===== src/rtl/obi_read_manager.sv =====
// OBI read manager: turns a (start address, word count) command into a train of
// word reads, keeps a bounded number in flight and streams the data back in order.
module obi_read_manager #(
  parameter int unsigned AddrWidth      = 32,
  parameter int unsigned DataWidth      = 32,
  parameter int unsigned LenWidth       = 16,
  parameter int unsigned MaxOutstanding = 4
) (
  input  logic                   clk_i,
  input  logic                   rst_i,
  input  logic                   cmd_valid_i,
  output logic                   cmd_ready_o,
  input  logic [AddrWidth-1:0]   cmd_addr_i,
  input  logic [LenWidth-1:0]    cmd_len_i,
  output logic                   obi_req_o,
  input  logic                   obi_gnt_i,
  output logic [AddrWidth-1:0]   obi_addr_o,
  output logic                   obi_we_o,
  output logic [DataWidth/8-1:0] obi_be_o,
  input  logic                   obi_rvalid_i,
  output logic                   obi_rready_o,
  input  logic [DataWidth-1:0]   obi_rdata_i,
  input  logic                   obi_err_i,
  output logic                   data_valid_o,
  input  logic                   data_ready_i,
  output logic [DataWidth-1:0]   data_o,
  output logic                   data_last_o,
  output logic                   data_err_o,
  output logic                   busy_o
);

  localparam int unsigned BeWidth  = DataWidth / 8;
  localparam int unsigned OffWidth = $clog2(BeWidth);
  localparam int unsigned PtrWidth = $clog2(MaxOutstanding);
  localparam int unsigned CntWidth = PtrWidth + 1;

  typedef enum logic [1:0] {IDLE, ISSUE, DRAIN} state_t;

  state_t                state;
  logic [LenWidth-1:0]   len_q;
  logic [LenWidth-1:0]   remaining;
  logic [LenWidth-1:0]   rsp_cnt;
  logic [CntWidth-1:0]   credit;
  logic [CntWidth-1:0]   credit_nxt;
  logic [CntWidth-1:0]   fifo_cnt;
  logic [PtrWidth-1:0]   wr_ptr;
  logic [PtrWidth-1:0]   rd_ptr;
  logic [DataWidth-1:0]  mem_data [MaxOutstanding];
  logic                  mem_err  [MaxOutstanding];
  logic                  mem_last [MaxOutstanding];
  logic                  grant;
  logic                  pop;
  logic                  push;
  logic                  can_issue;
  logic                  rsp_last;
  logic                  addr_lsb_unused;

  assign addr_lsb_unused = ^cmd_addr_i[OffWidth-1:0];

  assign obi_we_o = 1'b0;
  assign obi_be_o = '1;

  assign grant = obi_req_o & obi_gnt_i;
  assign pop   = data_valid_o & data_ready_i;
  // Responses outside a command belong to an abandoned burst and are dropped.
  assign push  = obi_rvalid_i & obi_rready_o & (state != IDLE);

  // Credit = granted reads whose beat has not yet left the output stream.
  assign credit_nxt = credit + CntWidth'(grant) - CntWidth'(pop);
  assign can_issue  = credit_nxt < CntWidth'(MaxOutstanding);
  assign rsp_last   = (rsp_cnt == len_q - LenWidth'(1));

  assign data_valid_o = (fifo_cnt != '0);
  assign data_o       = data_valid_o ? mem_data[rd_ptr] : '0;
  assign data_err_o   = data_valid_o & mem_err[rd_ptr];
  assign data_last_o  = data_valid_o & mem_last[rd_ptr];

  // Command FSM with registered handshake outputs.
  always_ff @(posedge clk_i) begin
    if (rst_i) begin
      state        <= IDLE;
      cmd_ready_o  <= 1'b0;
      obi_req_o    <= 1'b0;
      obi_addr_o   <= '0;
      obi_rready_o <= 1'b0;
      busy_o       <= 1'b0;
      len_q        <= '0;
      remaining    <= '0;
      rsp_cnt      <= '0;
      credit       <= '0;
    end else begin
      obi_rready_o <= 1'b1;
      credit       <= credit_nxt;
      if (push) begin
        rsp_cnt <= rsp_cnt + LenWidth'(1);
      end
      case (state)
        IDLE: begin
          cmd_ready_o <= 1'b1;
          if (cmd_valid_i && cmd_ready_o && (cmd_len_i != '0)) begin
            state       <= ISSUE;
            cmd_ready_o <= 1'b0;
            busy_o      <= 1'b1;
            obi_req_o   <= 1'b1;
            obi_addr_o  <= {cmd_addr_i[AddrWidth-1:OffWidth], OffWidth'(0)};
            len_q       <= cmd_len_i;
            remaining   <= cmd_len_i;
            rsp_cnt     <= '0;
          end
        end
        ISSUE: begin
          // A raised request is only ever lowered by its grant.
          if (grant) begin
            obi_addr_o <= obi_addr_o + AddrWidth'(BeWidth);
            remaining  <= remaining - LenWidth'(1);
            if (remaining == LenWidth'(1)) begin
              obi_req_o <= 1'b0;
              state     <= DRAIN;
            end else begin
              obi_req_o <= can_issue;
            end
          end else if (!obi_req_o) begin
            obi_req_o <= can_issue;
          end
        end
        DRAIN: begin
          if (pop && data_last_o) begin
            state       <= IDLE;
            busy_o      <= 1'b0;
            cmd_ready_o <= 1'b1;
          end
        end
        default: state <= IDLE;
      endcase
    end
  end

  // Response FIFO pointers; sized so the credit limit can never overflow it.
  always_ff @(posedge clk_i) begin
    if (rst_i) begin
      wr_ptr   <= '0;
      rd_ptr   <= '0;
      fifo_cnt <= '0;
    end else begin
      if (push) wr_ptr <= wr_ptr + PtrWidth'(1);
      if (pop)  rd_ptr <= rd_ptr + PtrWidth'(1);
      fifo_cnt <= fifo_cnt + CntWidth'(push) - CntWidth'(pop);
    end
  end

  always_ff @(posedge clk_i) begin
    if (push) begin
      mem_data[wr_ptr] <= obi_rdata_i;
      mem_err[wr_ptr]  <= obi_err_i;
      mem_last[wr_ptr] <= rsp_last;
    end
  end

endmodule

===== config.mk =====
export PLATFORM = sky130hd
export DESIGN_NAME = obi_read_manager
export DESIGN_NICKNAME = d
export VERILOG_FILES = /design/src/rtl/obi_read_manager.sv
export SDC_FILE = /design/constraint.sdc
export NUM_CORES = 1
export LEC_CHECK = 0
export ABC_AREA = 1
export BUFFER_PORTS_ARGS = -buffer_cell sky130_fd_sc_hd__buf_2
export CORE_MARGIN = 2
export CORE_UTILIZATION = 49
export DETAILED_ROUTE_END_ITERATION = 8
export PLACE_DENSITY = 0.7
export SYNTH_ARGS = -nofsm -noshare
export SYNTH_HDL_FRONTEND = slang
export SYNTH_SLANG_ARGS = --single-unit

===== constraint.sdc =====
create_clock -name clk_i -period 4.97 [get_ports clk_i]
set_input_delay 0.2485 -clock clk_i [delete_from_list [all_inputs] [get_ports clk_i]]
set_output_delay 0.2485 -clock clk_i [all_outputs]
set_load 0.05 [all_outputs]

Yosys cells after proc, flatten, opt, wreduce, memory -nomap -nowiden
Memory sizes are Yosys's and may differ from the RTL's. A register that Yosys moved wholly into a read port is not among the register bits. Index checks and enable logic that the tools add are counted.

Bits in registers: 96. Latch bits: 0. RAM bits: 136. Memory bits (read-only): 0. Bits of input ports: 87. Output and inout port bits: 76. Logic and storage cells: 90. Memories kept: 3.

Add/sub/neg operators: 10. Multipliers: 0. Divide/modulo/power cells: 0. Order comparisons: 1. Equality and inequality tests: 8. Shift-type cells: 0. Multiplexer cells: 34. Bitwise operators: 6. Reduce and logical (&&, ||, !) cells: 15.

Memory list: mem_data (depth 4, width 32, read ports 1, clocked after Yosys merged registers in 1, write ports 1, line 48) `logic [DataWidth-1:0] mem_data [MaxOutstanding];`; mem_err (depth 4, width 1, read ports 1, clocked after Yosys merged registers in 1, write ports 1, line 49) `logic mem_err [MaxOutstanding];`; mem_last (depth 4, width 1, read ports 1, clocked after Yosys merged registers in 1, write ports 1, line 50) `logic mem_last [MaxOutstanding];`.

Operators with widths (number): 32-bit two-way mux (3); 16-bit two-way mux (5); 32-bit case mux with 2 select lines (1); 32-bit by 3-bit adder with 32-bit output (second input constant) (1); 16-bit case mux with 2 select lines (1); 16-bit by 1-bit subtractor with 16-bit output (second input constant) (2); 2-bit two-way mux (10); 16-bit by 1-bit adder with 16-bit output (second input constant) (1); 16-bit by 1-bit equality test with 1-bit output (second input constant) (1); 16-bit equality test (1); 16-bit nonzero test (1); 1-bit two-way mux (10); 2-bit inequality test (second input constant) (4); 3-bit by 1-bit adder with 3-bit output (2); 1-bit bitwise AND (6); 1-bit case mux with 2 select lines (3); 2-bit case mux with 3 select lines (1); 2-bit AND reduction (3); 3-bit AND reduction (2); 2-bit nonzero test (3); 3-bit by 1-bit subtractor with 3-bit output (2); 2-bit by 1-bit adder with 2-bit output (second input constant) (2); 4-bit AND reduction (1); 1-bit logical AND (3); other kinds (5) (5).

Longest topological paths before layout
Depth after elaboration: 7. Mapped depth: 12. Mapped depth without buffers: 12.

Worst setup path before layout
No wires, ideal clock.

Path kind: flip-flop to flip-flop. From: register obi_rready_o. To: memory mem_data[0][0] (enable). Setup time: 425 ps. Arrival: 2728 ps. Required time: 4545 ps. Setup slack: 1817 ps. Stages on the path, launching flop included: 6. Path buffers: 1. Clock period less this slack: 3153 ps. Cell sequence: dfxtp_1 -> nand2_1 -> nor2_8 -> inv_2 -> buf_2 -> nor2_1.

Longest elaborated chain between the ends: 4.

Ends and longest elaborated chain: start: declaration (line 21) `output logic obi_rready_o,`; start signal: assignment (line 85) `obi_rready_o <= 1'b0;`; start signal: assignment (line 92) `obi_rready_o <= 1'b1;`; 1-bit bitwise AND (2 in series) (line 66) `assign push = obi_rvalid_i & obi_rready_o & (state != IDLE);`; 1-bit two-way mux (line 152) `if (push) begin`; 1-bit two-way mux (not written as such) (line 153) `mem_data[wr_ptr] <= obi_rdata_i;`; end: declaration (line 48).

Every way passes these cells.

==> impl_metrics.json <==
{
  "period_share": 0.642,
  "synth-async-reset-ratio": 0,
  "synth-seq-area-share": 0.526,
  "hold_depth": 4,
  "track_usage": 0.226,
  "yosys_warnings": 0,
  "synth_ff_type": "edfxtp_1",
  "core_area_um2": 22800,
  "endpoint_kind": "output pin",
  "intPower_mw": 3.87,
  "critical_path.top_delay_family": "buffers and inverters",
  "grt_pass1_wl_um": 44400,
  "power_frac_comb": 0.359,
  "viasPerCell": 5.14,
  "num-nets-final": 1638,
  "status": "completed",
  "finalSetupTns_ns": 0,
  "slew_violations": 0,
  "stdcell_count": 1870,
  "post-route-drc-count": 0,
  "r2r.worst_path.cells": 9,
  "p_seq_frac": 0.349,
  "crit_type": "register to output pin",
  "area.growth.synth_to_final_pct": 18.7,
  "gp_congestion": 0.869,
  "switching_power_mw": 2.62,
  "clockPowerShare": 0.292,
  "mostFrequentLayoutCells": "291 x nor2_1, 238 x nand2_1, 153 x buf_2, 136 x o21ai_0, 136 x edfxtp_1",
  "clock_tree.root_cell": "clkbuf_16",
  "die_x_um": 157,
  "rows": 55,
  "cts_resized": 0,
  "crit_path_start_kind": "register",
  "finalSetupViolations": 0,
  "power.density_nw_per_um2": 479,
  "tightest_slew_ns": 1.14,
  "muxShareOfSynthArea": 0,
  "grt_pass1_vias": 9031,
  "start_util": 0.501,
  "antenna_found_initial": 2,
  "crit_required_ns": 4.72,
  "max_slew_margin": 0.235,
  "path_buf_inv": 3,
  "ys_ff_latch": 232,
  "final.min_clock_period_ns": 3.19,
  "multiInputGateArea_um2": 4770,
  "skew_ns": 0.00783,
  "dr.first_iter.drc_count": 659,
  "slowest_delay_ns": 0.62,
  "wl_um": 27700,
  "ant_nets": 0,
  "die_h_um": 157,
  "synthAdderAreaFrac": 0.0178,
  "critical_path.slowest_cell": "inv_2",
  "wl_per_cell_um": 14.8,
  "synth-edff-count": 136,
  "numCtsBuffers": 25,
  "tritoncts": "yes",
  "clk_pin_slew_ns": 0.06,
  "leakagePower_nw": 5.43,
  "regArea_um2": 6010,
  "crit_fanout": 69,
  "post_cts_buffers": 0,
  "final_core_util": 0.595,
  "path_depth": 6,
  "final_common_cell": "nor2_1",
  "port_buffers": 153,
  "globalRouteOverflowTotal": 0,
  "fill_cells": 2018,
  "hp-start": "data_ready_i",
  "finalHoldViolations": 0,
  "hold_buffers": 35,
  "hp-class": "primary input to register",
  "worstSkewPairLatency_ns": 0.53,
  "synth_xor_area_frac": 0.0276,
  "grt_max_degree": 70,
  "firstDrtPassIters": 5,
  "synthCells": 1372,
  "dp.cells": 1787,
  "ir_worst_vdd_mv": 0.275,
  "htreeDepth": 1,
  "syn-mean-instance-area_um2": 8.32,
  "synth_compound_area_frac": 0.112,
  "drv_cap": 0,
  "die-area_um2": 24500,
  "cp.arrival_ns": 2.94,
  "yosys.area_share.simple": 0.256,
  "fmax_ghz": 0.313,
  "synth_top_family_by_area": "simple AND/OR/NAND/NOR gates",
  "p_sw_frac": 0.404,
  "dpl.hpwl_um": 17400,
  "synth_area_um2": 11400,
  "cts_sinks": 232,
  "cts_buffer_depth": 3,
  "grt_setup_unrepaired": "false",
  "drive_gt1_frac": 0.158,
  "critical_path.cell_chain": "buf_4 > inv_2 > nand2_1 > o211ai_1 > a21oi_2 > buf_2",
  "vias": 9606,
  "io_pins": 163,
  "yosysUniqueCellTypes": 47
}
## area by class of cell
| class | count | area share |
|---|---|---|
| Inverter | 98 | 0.0273 |
| Sequential cell | 232 | 0.443 |
| Tap cell | 313 | 0.0289 |
| Antenna cell | 2 | 0.000369 |
| Timing Repair Buffer | 194 | 0.0857 |
| Clock buffer | 28 | 0.0470 |
| Clock inverter | 18 | 0.0155 |
| Multi-Input combinational cell | 985 | 0.352 |
## final timing paths
| path | endpoint | slack, ns |
|---|---|---|
| setup / recovery | data_last_o | 1.78 |
| hold / removal | state[1] | 0.02 |
| setup reg to reg | cmd_ready_o | 2.38 |
| hold reg to reg | rd_ptr[1] | 0.46 |
## cells in the mapped netlist, types with 6 or more instances
cell	n	share of area
a21oi_1	90	0.039
buf_2	15	0.0066
buf_4	14	0.0092
clkbuf_1	27	0.0089
dfxtp_1	96	0.17
edfxtp_1	136	0.36
ha_1	13	0.014
inv_1	89	0.029
inv_2	6	0.0020
nand2_1	238	0.078
nand3_1	77	0.034
nand3b_1	8	0.0053
nand4_1	12	0.0066
nor2_1	295	0.097
nor2_4	7	0.0069
nor3_1	12	0.0053
o21ai_0	136	0.060
o21ai_1	6	0.0026
or2_2	12	0.0066
xnor2_1	14	0.011
xor2_1	22	0.017
## worst min-delay path: stages
cell,delay [ns]
buf_2,0.09
nand2_1,0.05
nand2_1,0.06
a21oi_1,0.06
## registers in the layout, indices dropped and copies added (netlist names), named ones only
register,flops
mem_data,128
rsp_cnt,16
obi_req_o,1
state,2
obi_rready_o,1
mem_last,4
credit,3
mem_err,4
remaining,16
fifo_cnt,3
obi_addr_o,30
rd_ptr,2
busy_o,1
len_q,16
cmd_ready_o,1
wr_ptr,2
## power groups by stage
stage	Sequential (mW)	Combinational, mW	Clock [mW]
after detailed placement	2.30	2.30	0
final	2.27	2.33	1.90
after global placement	2.30	2.27	0
after floorplan	2.40	1.67	0
after CTS	2.26	2.33	1.93
after global routing	2.28	2.54	2.01
## through the flow
stage	hold slack, ns	total power [mW]	instance area [um^2]	setup slack, ns
global route	0.0239	6.84	13500	1.58
CTS	0.00709	6.53	13500	1.73
detailed placement	0.456	4.60	12300	2.30
finish	0.0209	6.49	13600	1.78
global placement	0.449	4.57	12300	2.30
floorplan	0.318	4.07	11400	1.82
## kinds of logic after synthesis
kind of cell,Yosys count
compound gates,247
xor+xnor,36
other cells,2
simple gates,680
buf+inv,160
flops,232
fa+ha+maj,15
## layer usage
| metal | wire length (um) | GRT usage |
|---|---|---|
| met4 | 440 | 0.0559 |
| met5 | 11 | 0 |
| met1 | 12200 | 0.295 |
| met2 | 13200 | 0.387 |
| met3 | 1850 | 0.0446 |
Note: power is estimated with default switching activity, not from simulation.
